### src/rtl/hb_pkg.sv
// hb_pkg -- shared definitions for the half-band x2 interpolator output stage.
//
// Holds the default datapath widths and the commutator FSM state encoding.
// Used by hb_round_sat and hb_interp_commutator.

package hb_pkg;

  // Polyphase branch width, serialised output width and the branch gain shift
  localparam int HB_IN_W       = 23;
  localparam int HB_OUT_W      = 15;
  localparam int HB_FRAC_SHIFT = 8;

  // Commutator phase: nothing to send, sending E0, sending E1
  typedef enum logic [1:0] {
    EMPTY = 2'd0,
    SEND0 = 2'd1,
    SEND1 = 2'd2
  } hb_state_e;

endpackage

### src/rtl/hb_round_sat.sv
// hb_round_sat -- combinational round-half-up, arithmetic shift and clamp.
//
// Ports:
//   x    in   IN_W   signed sample carrying the branch gain of 2^FRAC_SHIFT
//   y    out  OUT_W  signed rounded and clamped sample
//   sat  out  1      high when y was clamped to either rail

module hb_round_sat
  import hb_pkg::*;
#(
  parameter int IN_W       = HB_IN_W,
  parameter int OUT_W      = HB_OUT_W,
  parameter int FRAC_SHIFT = HB_FRAC_SHIFT
) (
  input  logic [IN_W-1:0]  x,
  output logic [OUT_W-1:0] y,
  output logic             sat
);

  localparam int MAX_I = (1 << (OUT_W - 1)) - 1;
  localparam int MIN_I = -(1 << (OUT_W - 1));

  // One extra bit of headroom so adding the rounding half never wraps
  localparam logic signed [IN_W:0] HALF  = (IN_W + 1)'(1 << (FRAC_SHIFT - 1));
  localparam logic signed [IN_W:0] MAX_V = (IN_W + 1)'(MAX_I);
  localparam logic signed [IN_W:0] MIN_V = (IN_W + 1)'(MIN_I);

  logic signed [IN_W:0] sum;
  logic signed [IN_W:0] shifted;

  always_comb begin
    sum     = $signed({x[IN_W-1], x}) + HALF;
    shifted = sum >>> FRAC_SHIFT;
    sat     = 1'b0;
    y       = shifted[OUT_W-1:0];
    if (shifted > MAX_V) begin
      y   = MAX_V[OUT_W-1:0];
      sat = 1'b1;
    end else if (shifted < MIN_V) begin
      y   = MIN_V[OUT_W-1:0];
      sat = 1'b1;
    end
  end

endmodule

### src/rtl/hb_interp_commutator.sv
// hb_interp_commutator -- output commutator of the half-band x2 interpolator.
//
// Takes one (E0, E1) polyphase pair per input handshake, rounds/saturates both
// at acceptance, and emits E0 then E1 on a single valid/ready stream. A current
// pair register plus a one-pair pending (skid) register decouple the two sides.
//
// Ports:
//   clk, rst_n        clock, asynchronous active-low reset
//   sync_clr          synchronous flush of all buffered data (and sat_cnt)
//   in_valid/in_ready input pair handshake; in_e0, in_e1 signed IN_W samples
//   out_valid/out_ready output handshake; out_data signed OUT_W sample
//   sat_cnt           16-bit saturating clamp counter, present only when the
//                     HB_SAT_STATS_EN macro is defined

module hb_interp_commutator
  import hb_pkg::*;
#(
  parameter int IN_W       = HB_IN_W,
  parameter int OUT_W      = HB_OUT_W,
  parameter int FRAC_SHIFT = HB_FRAC_SHIFT
) (
  input  logic             clk,
  input  logic             rst_n,
  input  logic             sync_clr,
  input  logic             in_valid,
  output logic             in_ready,
  input  logic [IN_W-1:0]  in_e0,
  input  logic [IN_W-1:0]  in_e1,
  output logic             out_valid,
  input  logic             out_ready,
  output logic [OUT_W-1:0] out_data
`ifdef HB_SAT_STATS_EN
  ,
  output logic [15:0]      sat_cnt
`endif
);

  hb_state_e state_q, state_d;

  logic [OUT_W-1:0] cur_e0_q, cur_e1_q;
  logic [OUT_W-1:0] pend_e0_q, pend_e1_q;
  logic             pend_valid_q, pend_valid_d;
  logic [OUT_W-1:0] rs_e0, rs_e1;
  logic             accept;
  logic             load_cur_in, load_cur_pend, load_pend;

`ifdef HB_SAT_STATS_EN
  logic sat0, sat1;
  hb_round_sat #(.IN_W(IN_W), .OUT_W(OUT_W), .FRAC_SHIFT(FRAC_SHIFT)) u_rs_e0 (
    .x(in_e0), .y(rs_e0), .sat(sat0)
  );
  hb_round_sat #(.IN_W(IN_W), .OUT_W(OUT_W), .FRAC_SHIFT(FRAC_SHIFT)) u_rs_e1 (
    .x(in_e1), .y(rs_e1), .sat(sat1)
  );
`else
  hb_round_sat #(.IN_W(IN_W), .OUT_W(OUT_W), .FRAC_SHIFT(FRAC_SHIFT)) u_rs_e0 (
    .x(in_e0), .y(rs_e0), .sat()
  );
  hb_round_sat #(.IN_W(IN_W), .OUT_W(OUT_W), .FRAC_SHIFT(FRAC_SHIFT)) u_rs_e1 (
    .x(in_e1), .y(rs_e1), .sat()
  );
`endif

  // Ready depends only on the pending flag and the flush request, so the
  // upstream never sees a combinational path from out_ready.
  assign in_ready = !pend_valid_q && !sync_clr;
  assign accept   = in_valid && in_ready;

  // Next state and register load selects. An accepted pair goes straight to
  // the current register when the commutator is idle or is just finishing E1
  // with nothing pending; otherwise it parks in the pending register.
  always_comb begin
    state_d       = state_q;
    pend_valid_d  = pend_valid_q;
    load_cur_in   = 1'b0;
    load_cur_pend = 1'b0;
    load_pend     = 1'b0;
    case (state_q)
      EMPTY: begin
        if (accept) begin
          load_cur_in = 1'b1;
          state_d     = SEND0;
        end
      end
      SEND0: begin
        if (out_ready) state_d = SEND1;
        if (accept) begin
          load_pend    = 1'b1;
          pend_valid_d = 1'b1;
        end
      end
      SEND1: begin
        if (out_ready) begin
          if (pend_valid_q) begin
            load_cur_pend = 1'b1;
            pend_valid_d  = 1'b0;
            state_d       = SEND0;
          end else if (accept) begin
            load_cur_in = 1'b1;
            state_d     = SEND0;
          end else begin
            state_d = EMPTY;
          end
        end else if (accept) begin
          load_pend    = 1'b1;
          pend_valid_d = 1'b1;
        end
      end
      default: state_d = EMPTY;
    endcase
    if (sync_clr) begin
      state_d       = EMPTY;
      pend_valid_d  = 1'b0;
      load_cur_in   = 1'b0;
      load_cur_pend = 1'b0;
      load_pend     = 1'b0;
    end
  end

  // State, pending flag and the two pair registers
  always_ff @(posedge clk or negedge rst_n) begin
    if (!rst_n) begin
      state_q      <= EMPTY;
      pend_valid_q <= 1'b0;
      cur_e0_q     <= '0;
      cur_e1_q     <= '0;
      pend_e0_q    <= '0;
      pend_e1_q    <= '0;
    end else begin
      state_q      <= state_d;
      pend_valid_q <= pend_valid_d;
      if (load_cur_in) begin
        cur_e0_q <= rs_e0;
        cur_e1_q <= rs_e1;
      end else if (load_cur_pend) begin
        cur_e0_q <= pend_e0_q;
        cur_e1_q <= pend_e1_q;
      end
      if (load_pend) begin
        pend_e0_q <= rs_e0;
        pend_e1_q <= rs_e1;
      end
    end
  end

  // Phase mux; the idle phase drives zero so a flushed stream shows no stale data
  always_comb begin
    out_valid = 1'b0;
    out_data  = '0;
    case (state_q)
      SEND0: begin
        out_valid = 1'b1;
        out_data  = cur_e0_q;
      end
      SEND1: begin
        out_valid = 1'b1;
        out_data  = cur_e1_q;
      end
      default: begin
        out_valid = 1'b0;
        out_data  = '0;
      end
    endcase
  end

`ifdef HB_SAT_STATS_EN
  logic [16:0] sat_sum;

  always_comb begin
    sat_sum = {1'b0, sat_cnt} + {16'd0, sat0} + {16'd0, sat1};
  end

  // Clamp counter advances by 0..2 per accepted pair and sticks at all-ones
  always_ff @(posedge clk or negedge rst_n) begin
    if (!rst_n) begin
      sat_cnt <= '0;
    end else if (sync_clr) begin
      sat_cnt <= '0;
    end else if (accept) begin
      sat_cnt <= sat_sum[16] ? 16'hFFFF : sat_sum[15:0];
    end
  end
`endif

endmodule
### config.mk
export PLATFORM = sky130hd
export DESIGN_NAME = hb_interp_commutator
export DESIGN_NICKNAME = d
export VERILOG_FILES = /design/src/rtl/hb_pkg.sv /design/src/rtl/hb_round_sat.sv /design/src/rtl/hb_interp_commutator.sv
export SDC_FILE = /design/constraint.sdc
export NUM_CORES = 1
export LEC_CHECK = 0
export ABC_AREA = 0
export CAP_MARGIN = 20
export CELL_PAD_IN_SITES_DETAIL_PLACEMENT = 1
export CELL_PAD_IN_SITES_GLOBAL_PLACEMENT = 1
export CORE_MARGIN = 8
export CORE_UTILIZATION = 43
export CTS_BUF_LIST = sky130_fd_sc_hd__clkbuf_16
export CTS_CLUSTER_SIZE = 16
export DETAILED_ROUTE_END_ITERATION = 6
export PLACE_DENSITY_LB_ADDON = 0.1
export SLEW_MARGIN = 25
export SYNTH_ARGS = -nofsm -noshare
export SYNTH_HDL_FRONTEND = slang
export SYNTH_SLANG_ARGS = --single-unit
### constraint.sdc
create_clock -name clk -period 4.4 [get_ports clk]
set_input_delay 0.44 -clock clk [delete_from_list [all_inputs] [get_ports clk]]
set_output_delay 0.44 -clock clk [all_outputs]
set_load 0.02 [all_outputs]
==> flow_summary.ini <==
[detailed_routing]
dr.first_iter.drc_count = 172
wl_um = 12400
detailroute.via_count = 3741
route.antenna.remaining_nets = 0
wl_per_cell_um = 19.6
firstDrtPassIters = 4
routed_via_density = 5.93
post_route_drc_violation_count = 0

[logic_synthesis]
synth_cell_types = 58
netlist.area_leader.share_pct = 40.2
synth.yosys.warnings = 0
synth_commonest_cells = sky130_fd_sc_hd__nand2_1 (94), sky130_fd_sc_hd__dfrtp_1 (63), sky130_fd_sc_hd__a21oi_1 (29)
synth_top_cells_by_area = sky130_fd_sc_hd__dfrtp_1 (40%), sky130_fd_sc_hd__nand2_1 (9.0%), sky130_fd_sc_hd__a21oi_1 (3.7%)
synth_nets = 535
synth.cell_area_um2 = 3920
synth_top_area_cell = sky130_fd_sc_hd__dfrtp_1
ys_dominant_reg_cell = sky130_fd_sc_hd__dfrtp_1
synth-seq-area-share_pct = 40.2
ys_seq_elements = 63
synth_most_common_cell = sky130_fd_sc_hd__nand2_1
ys_async_sr_fraction_pct = 100
synth_edf_count = 0
synthesized_netlist_cell_count = 477
mean_syn_cell_area_um2 = 8.21

[cts]
tritoncts_clock_tree = built
clkTransAtPathRegs_ns = 0.06
clock_tree.htree_level_count = 3
cts_made_buffers = 9
cts_hold_repair.buffers = 0
clk_latency_ns = 0.33
cts_resized = 0
post_cts_setup_repair_bufs = 0
cts_buffer_depth = 2
cts.sinks = 63
clockRootBuffer = sky130_fd_sc_hd__clkbuf_16

[setup_path]
endpoint_of_the_lowest_slack_register_to_register_path = cur_e0_q[9]
criticalPathCategory = flip-flop to primary output
crit_fanout = 20
critical_path_s_largest_stage_delay_ns = 0.74
reg2reg_setup_slack_ns = 1.42
critPathLaunch = state_q[0]
crit_slowest_cell = sky130_fd_sc_hd__ha_1
worstSetupStartpointType = flip-flop
critical_path.endpoint_type = primary output
worst_reg2reg_path_depth = 8
worstPathRequired_ns = 3.96
worstPathCellList = inv_1, ha_1, a22oi_1, nor2b_1, clkdlybuf4s50_1
worstPathArrival_ns = 2.71
worstReg2RegStart = state_q[0]

[timing]
final_slew_viol_count = 0
final-setup-viol-count = 0
fin_setup_tns_ns = 0
skew_ns = 0.00783
setup_repair_after_global_routing_missed_its_margin = false
hold_violations = 0
finalCritPeriodShare_pct = 71.6
max-slew-margin-rel_pct = 41.4
tightest_slew_ns = 0.874
final.setup.worst_slack_ns = 1.25
finalHoldWorstSlack_ns = 0.0909
period_minus_slack_ns = 3.15
max_freq_mhz = 317

[floorplanning]
design.core.area_um2 = 9020
start_util_pct = 43.4
pin_count = 68
die_w_um = 111
row_count = 35
die_y_um = 111
die_area_um2 = 12400

[cells_and_area]
layout-area-overhead-vs-synth_pct = 23.6
net_count_of_the_finished_layout = 573
final_layout_size_suffix_gt1_share_pct = 7.31
finish.utilization_pct = 53.7
final_layout_fill_cell_count = 1078
antennaDiodeCount = 0
seq_area_um2 = 1580
multi_input_area_um2 = 2170

[pwr]
power_leakage_nw = 1.97
power.density_cell_area_nw_per_um2 = 568
post-layout-total-power_mw = 2.75
irDropWorstVdd_mv = 0.213

[flow_run]
maxCapViolCount = 0

[place]
routabilityCongestion = 0.904
pre_cts_slack_ns = 1.40
placement.io_buffers = 53
detailed_place_hpwl_um = 8690

[grt]
grt_max_degree = 48
globalRoute.totalOverflow = 0
grt_first_pass_wirelength_um = 20300
grt_antenna_before_repair = 0
vias_in_the_first_global_route = 3917
grt_util_all_layers_pct = 20.0

[worst_hold_path]
timing.hold.worst.class = input pin to async pin

[run_status]
run_status = completed
==> routing by layer <==
metal | GRT usage (%) | vias up | part of all wire, %
li1 | - | 1779 | -
met1 | 25.4 | 1869 | 45
met2 | 32.6 | 76 | 48
met3 | 4.68 | 17 | 4.7
met4 | 7.02 | 0 | 1.7
met5 | 0 | - | 0
==> sequential cells by signal (all words and copies together) (netlist names) <==
name and count:
cur_e0_q 15, cur_e1_q 15, pend_e0_q 15, pend_e1_q 15, pend_valid_q 1, state_q 2
==> cells in the final DEF (no fill, tap or decap), types with 2 or more instances in the layout <==
master / instances
sky130_fd_sc_hd__nand2_1: 94
sky130_fd_sc_hd__dfrtp_1: 63
sky130_fd_sc_hd__clkdlybuf4s50_1: 52
sky130_fd_sc_hd__a21oi_1: 29
sky130_fd_sc_hd__nor2_1: 27
sky130_fd_sc_hd__o21ai_0: 26
sky130_fd_sc_hd__nor3_1: 22
sky130_fd_sc_hd__nor2b_1: 17
sky130_fd_sc_hd__a22oi_1: 15
sky130_fd_sc_hd__inv_1: 12
sky130_fd_sc_hd__nand3_1: 12
sky130_fd_sc_hd__and3_1: 11
sky130_fd_sc_hd__a31oi_1: 11
sky130_fd_sc_hd__xnor2_1: 10
sky130_fd_sc_hd__nand4_1: 9
sky130_fd_sc_hd__clkbuf_16: 9
sky130_fd_sc_hd__xor2_1: 8
sky130_fd_sc_hd__ha_1: 7
sky130_fd_sc_hd__mux2i_1: 6
sky130_fd_sc_hd__o21ai_1: 6
sky130_fd_sc_hd__a32oi_1: 5
sky130_fd_sc_hd__a211oi_1: 5
sky130_fd_sc_hd__buf_4: 5
sky130_fd_sc_hd__and2_1: 4
sky130_fd_sc_hd__nor4_1: 4
sky130_fd_sc_hd__o211ai_1: 4
sky130_fd_sc_hd__or2_2: 3
sky130_fd_sc_hd__or4_1: 3
sky130_fd_sc_hd__bufinv_16: 3
sky130_fd_sc_hd__and4_1: 2
sky130_fd_sc_hd__or3_4: 2
sky130_fd_sc_hd__nor4_2: 2
sky130_fd_sc_hd__a21oi_2: 2
==> kinds of logic (layout without fill, tap and decap cells) <==
| logic type | after synthesis | in the layout | share of synthesized area, % |
|---|---|---|---|
| AND/OR/NAND/NOR | 222 | 222 | 28.3 |
| AO/OA/AOI/OAI | 118 | 118 | 19.1 |
| XOR/XNOR | 18 | 18 | 4.02 |
| buffers and inverters | 43 | 86 | 4.54 |
| multiplexers | 6 | 6 | 1.53 |
| adder cells (fa/ha/maj) | 7 | 7 | 2.24 |
| flip-flops | 63 | 63 | 40.2 |
==> where the power goes <==
group	internal [mW]	switching [mW]
sequential	0.851	0.172
clock	0.555	0.273
combinational	0.388	0.510
total	1.79	0.955
==> how the worst max path moves through the flow <==
| stage | end | slack [ns] | cells past startpoint |
|---|---|---|---|
| after floorplan | out_data[12] | 2.39 | 6 |
| after global placement | cur_e1_q[1] | 1.49 | 6 |
| after detailed placement | cur_e1_q[13] | 1.40 | 8 |
| after CTS | out_data[14] | 1.23 | 5 |
| after global routing | out_data[14] | 1.13 | 5 |
| final | out_data[14] | 1.25 | 5 |
==> stage by stage <==
stage	cells	area (um^2)
2_1_floorplan	477	3920
3_3_place_gp	615	4500
3_5_place_dp	615	4500
4_1_cts	631	4840
5_1_grt	631	4840
6_report	631	4840
==> critical path, delay by kind of cell (launching register included) <==
family,cells,cell delay (ns)
AO/OA/AOI/OAI,1,0.30
adder cells (fa/ha/maj),1,0.74
buffers and inverters,2,0.73
flip-flops,1,0.43
AND/OR/NAND/NOR,1,0.18
==> final cells by class <==
type	instances	share of cell area, %
inverters	12	0.930
well taps	111	2.87
flip-flops and latches	63	32.6
clock inverters	7	2.48
repair buffers	58	11.6
clock buffers	9	4.65
multi-input cells	371	44.9
Note: power is estimated with default switching activity, not from simulation.
